$ cat src/rtl/stopwatch_pkg.sv
// Shared types and constants for the stopwatch control slice.
//   bcd_t       : one BCD digit
//   sw_state_t  : control FSM state encoding
//   BCD_MAX     : largest legal BCD digit value
//   is_bcd_max  : true when a digit holds BCD_MAX
package stopwatch_pkg;

  typedef logic [3:0] bcd_t;

  typedef enum logic [1:0] {
    IDLE  = 2'd0,
    RUN   = 2'd1,
    LAP   = 2'd2,
    PAUSE = 2'd3
  } sw_state_t;

  localparam bcd_t BCD_MAX = 4'd9;

  function automatic logic is_bcd_max(input bcd_t d);
    return (d == BCD_MAX);
  endfunction

endpackage

$ cat src/rtl/stopwatch_ctrl_btn_cond.sv
// Conditions one raw push-button: 2-flop synchronizer, debounce counter and
// registered rising-edge pulse.
//   clk      : system clock
//   clear    : synchronous active-high reset
//   btn_raw  : asynchronous raw button level
//   level    : debounced button level
//   pulse    : one-cycle pulse on each accepted 0->1 transition of level
module btn_cond #(
  parameter int unsigned DB_CYCLES = 2_000_000
) (
  input  logic clk,
  input  logic clear,
  input  logic btn_raw,
  output logic level,
  output logic pulse
);

  localparam int unsigned CNT_W = $clog2(DB_CYCLES + 1);
  localparam logic [CNT_W-1:0] CNT_LAST = CNT_W'(DB_CYCLES - 1);

  logic             sync1_q;
  logic             sync2_q;
  logic             level_q;
  logic             level_d;
  logic             level_dly_q;
  logic             pulse_q;
  logic [CNT_W-1:0] cnt_q;
  logic [CNT_W-1:0] cnt_d;

  // The counter tracks consecutive samples that disagree with the accepted
  // level; the new level is taken on the DB_CYCLES-th such sample.
  always_comb begin
    cnt_d   = cnt_q;
    level_d = level_q;
    if (sync2_q == level_q) begin
      cnt_d = '0;
    end else if (cnt_q == CNT_LAST) begin
      level_d = sync2_q;
      cnt_d   = '0;
    end else begin
      cnt_d = cnt_q + CNT_W'(1);
    end
  end

  always_ff @(posedge clk) begin
    if (clear) begin
      sync1_q     <= 1'b0;
      sync2_q     <= 1'b0;
      level_q     <= 1'b0;
      level_dly_q <= 1'b0;
      pulse_q     <= 1'b0;
      cnt_q       <= '0;
    end else begin
      sync1_q     <= btn_raw;
      sync2_q     <= sync1_q;
      level_q     <= level_d;
      level_dly_q <= level_q;
      // Edge detect on the registered level, so the pulse is itself a flop.
      pulse_q     <= level_q & ~level_dly_q;
      cnt_q       <= cnt_d;
    end
  end

  assign level = level_q;
  assign pulse = pulse_q;

endmodule

$ cat src/rtl/stopwatch_ctrl.sv
// Stopwatch control FSM: conditions the go/lap/reset buttons, drives the BCD
// counter's run enable and synchronous clear, freezes a lap snapshot for the
// display and optionally auto-stops at 9999.
//   clk, clear           : clock, synchronous active-high reset
//   btn_go/lap/rst       : raw asynchronous buttons
//   d0_in..d3_in         : live BCD digits from the counter (d0 = LSD)
//   start                : counter run enable (RUN or LAP)
//   clear_in             : one-cycle counter zero pulse
//   disp0..disp3         : displayed digits (lap snapshot in LAP, else live)
//   running, lap_active  : state indicators
//   overflow             : sticky auto-stop flag
module stopwatch_ctrl
  import stopwatch_pkg::*;
#(
  parameter int unsigned DB_CYCLES   = 2_000_000,
  parameter bit          STOP_AT_MAX = 1'b1
) (
  input  logic       clk,
  input  logic       clear,
  input  logic       btn_go,
  input  logic       btn_lap,
  input  logic       btn_rst,
  input  logic [3:0] d0_in,
  input  logic [3:0] d1_in,
  input  logic [3:0] d2_in,
  input  logic [3:0] d3_in,
  output logic       start,
  output logic       clear_in,
  output logic [3:0] disp0,
  output logic [3:0] disp1,
  output logic [3:0] disp2,
  output logic [3:0] disp3,
  output logic       running,
  output logic       lap_active,
  output logic       overflow
);

  logic [2:0] btn_level_unused;
  logic       go_p;
  logic       lap_p;
  logic       rst_p;

  btn_cond #(.DB_CYCLES(DB_CYCLES)) u_go (
    .clk     (clk),
    .clear   (clear),
    .btn_raw (btn_go),
    .level   (btn_level_unused[0]),
    .pulse   (go_p)
  );

  btn_cond #(.DB_CYCLES(DB_CYCLES)) u_lap (
    .clk     (clk),
    .clear   (clear),
    .btn_raw (btn_lap),
    .level   (btn_level_unused[1]),
    .pulse   (lap_p)
  );

  btn_cond #(.DB_CYCLES(DB_CYCLES)) u_rst (
    .clk     (clk),
    .clear   (clear),
    .btn_raw (btn_rst),
    .level   (btn_level_unused[2]),
    .pulse   (rst_p)
  );

  sw_state_t        state_q;
  sw_state_t        state_d;
  logic             clear_in_q;
  logic             clear_in_d;
  logic             overflow_q;
  logic             overflow_d;
  logic             lap_cap;
  bcd_t [3:0]       lap_q;
  bcd_t [3:0]       live;
  logic             at_max;
  logic             counting;

  assign live     = {d3_in, d2_in, d1_in, d0_in};
  assign at_max   = is_bcd_max(d3_in) && is_bcd_max(d2_in) &&
                    is_bcd_max(d1_in) && is_bcd_max(d0_in);
  assign counting = (state_q == RUN) || (state_q == LAP);

  // Auto-stop outranks every button; otherwise per-state priority is
  // rst > go > lap, with events that a state ignores simply falling through.
  always_comb begin
    state_d    = state_q;
    clear_in_d = 1'b0;
    overflow_d = overflow_q;
    lap_cap    = 1'b0;
    if (STOP_AT_MAX && counting && at_max) begin
      state_d    = PAUSE;
      overflow_d = 1'b1;
    end else begin
      unique case (state_q)
        IDLE: begin
          if (rst_p) begin
            clear_in_d = 1'b1;
          end else if (go_p) begin
            state_d = RUN;
          end
        end
        RUN: begin
          if (go_p) begin
            state_d = PAUSE;
          end else if (lap_p) begin
            state_d = LAP;
            lap_cap = 1'b1;
          end
        end
        LAP: begin
          if (go_p) begin
            state_d = PAUSE;
          end else if (lap_p) begin
            state_d = RUN;
          end
        end
        PAUSE: begin
          if (rst_p) begin
            state_d    = IDLE;
            clear_in_d = 1'b1;
            overflow_d = 1'b0;
          end else if (go_p) begin
            state_d = RUN;
          end
        end
        default: state_d = IDLE;
      endcase
    end
  end

  always_ff @(posedge clk) begin
    if (clear) begin
      state_q    <= IDLE;
      clear_in_q <= 1'b0;
      overflow_q <= 1'b0;
      lap_q      <= '0;
    end else begin
      state_q    <= state_d;
      clear_in_q <= clear_in_d;
      overflow_q <= overflow_d;
      if (lap_cap) begin
        lap_q <= live;
      end
    end
  end

  assign start      = counting;
  assign running    = counting;
  assign lap_active = (state_q == LAP);
  assign clear_in   = clear_in_q;
  assign overflow   = overflow_q;

  assign disp0 = lap_active ? lap_q[0] : d0_in;
  assign disp1 = lap_active ? lap_q[1] : d1_in;
  assign disp2 = lap_active ? lap_q[2] : d2_in;
  assign disp3 = lap_active ? lap_q[3] : d3_in;

endmodule

$ cat config.mk
export PLATFORM = sky130hd
export DESIGN_NAME = stopwatch_ctrl
export DESIGN_NICKNAME = d
export VERILOG_FILES = /design/src/rtl/stopwatch_pkg.sv /design/src/rtl/stopwatch_ctrl_btn_cond.sv /design/src/rtl/stopwatch_ctrl.sv
export SDC_FILE = /design/constraint.sdc
export NUM_CORES = 1
export LEC_CHECK = 0
export ABC_AREA = 1
export CAP_MARGIN = 20
export CORE_UTILIZATION = 63
export CTS_CLUSTER_DIAMETER = 120
export DETAILED_ROUTE_END_ITERATION = 8
export GPL_ROUTABILITY_DRIVEN = 0
export PLACE_DENSITY = 0.86
export REMOVE_ABC_BUFFERS = 1
export SLEW_MARGIN = 20
export SYNTH_ARGS = -nofsm -noshare
export SYNTH_HDL_FRONTEND = slang
export SYNTH_HIERARCHICAL = 1
export SYNTH_SLANG_ARGS = --single-unit
$ cat constraint.sdc
create_clock -name clk -period 3.2 [get_ports clk]
set_input_delay 0.64 -clock clk [delete_from_list [all_inputs] [get_ports clk]]
set_output_delay 0.64 -clock clk [all_outputs]
set_load 0.005 [all_outputs]
==> results.yml <==
floorplanning:
  dieArea_mm2: 0.008305
  start_util: 0.6510
  dieWidth_um: 91.13
  rows: 32
  io_pins: 42
  fp.dieH_um: 91.13
  core_mm2: 0.007687
outcome:
  outcome: "finished, final reports clean"
yosys:
  synth_area_leaders: "dfxtp_1 (39%), nand2_1 (15%), nor2_1 (12%), inv_1 (6.2%), a21oi_1 (4.5%)"
  avgSynthCellArea_um2: 6.585
  synth.distinct_cells: 25
  ys_seq_area_frac: 0.3920
  ys_ff_latch: 98
  synthCells: 760
  synth_warnings: 6
  synth_top_area_frac: 0.3920
  synth_largest_area_cell: "dfxtp_1"
  syn_area_mm2: 0.005005
timing:
  period_minus_slack_ps: 2696
  post-route-period-util: 0.8424
  setup_viol: 0
  fmax_mhz: 371.0
  rsz0062_at_grt: "false"
  max-slew-margin-rel: 0.3958
  finalHoldViolCount: 0
  tightestPinTransition_ps: 905.4
  tns_ps: 0
  final_max_slew_viol_count: 0
  fin_skew_ps: 13.27
global_route:
  grt_max_degree: 33
  grt_pass1_vias: 4460
  grt_pass1_wl_um: 18390
  antenna_found_initial: 0
  overflow: 0
  grt_use_total: 0.2653
power_and_ir_drop:
  power_uw: 2313
  leakage_uw: 0.002000
  vdd.ir_drop.worst_v: 0.0002571
  power.density_mw_per_mm2: 408.8
route:
  via_count: 4741
  detail_route.vias_per_cell: 5.233
  ant_nets: 0
  wl_um: 10510
  drt_iter0_markers: 210
  dr.pass1.iters: 5
  drc: 0
  routedWlPerCell_um: 11.59
finish:
  final_cell_mix: "nand2_1 (203), nor2_1 (158), dfxtp_1 (98), inv_1 (82)"
  area_growth_pct: 13.05
  nets: 828
  drive_gt1_frac: 0.05473
  layoutNonFillerInstCount: 906
  final_common_cell: "nand2_1"
  antenna_cells: 0
flow_run:
  max_cap_viol_count: 0
worst_hold_path:
  hp-class: "reg2reg"
setup_path:
  required_ps: 2560
  arrival_ps: 2060
  end_kind: "output pin"
  crit_fanout: 17
  setup.worst_path.class: "reg2out"
  critPathLaunchType: "flop"
clock_tree:
  cts_resized: 0
  hold_buffers: 0
  cts_buffers: 9
  h-tree-depth: 3
  cts_buffer_depth: 2
  worstSkewPairLatency_ps: 360
  cts-root-buf: "clkbuf_8"
  cts_setup_buffers: 0
  cts_tree: "yes"
  clk_pin_slew_ps: 90
  cts.sinks: 98
placed_design:
  io_buffers: 41
  dp_cells: 890
  dp_hpwl_um: 7570
## cell families (layout without fill, tap and decap cells)
group,Yosys count,count (layout),synth area share
AO/OA/AOI/OAI,75,75,0.07600
buffers and inverters,103,147,0.08950
AND/OR/NAND/NOR,449,449,0.3753
adder cells (fa/ha/maj),8,8,0.02000
XOR/XNOR,27,27,0.04725
flip-flops,98,98,0.3920
## routing by layer
layer,global-route usage,vias to the layer above,wire [um]
met4,0.08995,0,158
met3,0.03936,23,371
met1,0.3110,2171,4717
met5,0,-,0
met2,0.4905,112,5258
li1,-,2435,-
## power by group
part / switching, uW / internal (uW) / total [uW]
Sequential: 5.45 / 1230 / 1230
Combinational: 125 / 129 / 254
Clock: 450 / 376 / 827
Total: 581 / 1730 / 2310
## final cells by class
type	count	area, um2
Sequential cell	98	1962
Fill cell	633	2029
Clock inverter	7	86.33
Clock buffer	9	123.9
Tap cell	102	127.6
Inverter	86	322.8
Timing Repair Buffer	45	440.4
Multi-Input combinational cell	559	2595
## stage by stage
step,area (um2),setup WS [ps],util,hold slack [ps]
4_1_cts,5658,528.2,0.7360,398.2
2_1_floorplan,4880,1165,-,374.3
3_5_place_dp,5448,652.1,0.7087,389.3
6_report,5658,504.3,0.7360,401.0
5_1_grt,5658,372.5,0.7360,403.8
3_3_place_gp,5448,741.8,0.7087,381.2
## cells in the mapped netlist
| cell | n |
|---|---|
| a22oi_1 | 1 |
| o211ai_1 | 1 |
| or2_0 | 6 |
| dfxtp_1 | 98 |
| buf_2 | 4 |
| or2_2 | 3 |
| nand2_1 | 203 |
| nor3_1 | 10 |
| nand3_2 | 7 |
| ha_1 | 8 |
| xor2_1 | 15 |
| buf_4 | 5 |
| nor2_2 | 4 |
| a21oi_1 | 45 |
| nand3_1 | 45 |
| nor2_1 | 158 |
| nand2_2 | 3 |
| clkbuf_1 | 3 |
| inv_1 | 82 |
| o21ai_0 | 28 |
| buf_6 | 5 |
| nand3b_2 | 3 |
| xnor2_1 | 12 |
| inv_2 | 4 |
| nand4_1 | 7 |
## critical path, cell delays in order, from the launching register on
cell             delay, ps
dfxtp_1                400
inv_1                  120
ha_1                   230
buf_4                  190
o21ai_0                230
clkdlybuf4s50_1        540
## registers in the layout, indices dropped and copies added, names as in the netlist, 2 cells and up
| signal | count |
|---|---|
| u_go/cnt_q | 21 |
| u_rst/cnt_q | 21 |
| lap_q | 16 |
| u_lap/cnt_q | 21 |
| state_q | 2 |
## final timing paths
path | cells past startpoint | endpoint | start | slack [ps]
worst max-delay path | 5 | disp1[1] | state_q[0] | 500
worst min-delay path | 1 | u_go/pulse | u_go/level_dly_q | 400
worst max register to register | 7 | lap_q[14] | state_q[0] | 990
worst min register to register | 1 | u_go/pulse | u_go/level_dly_q | 400
(Power assumes the default switching activity.)
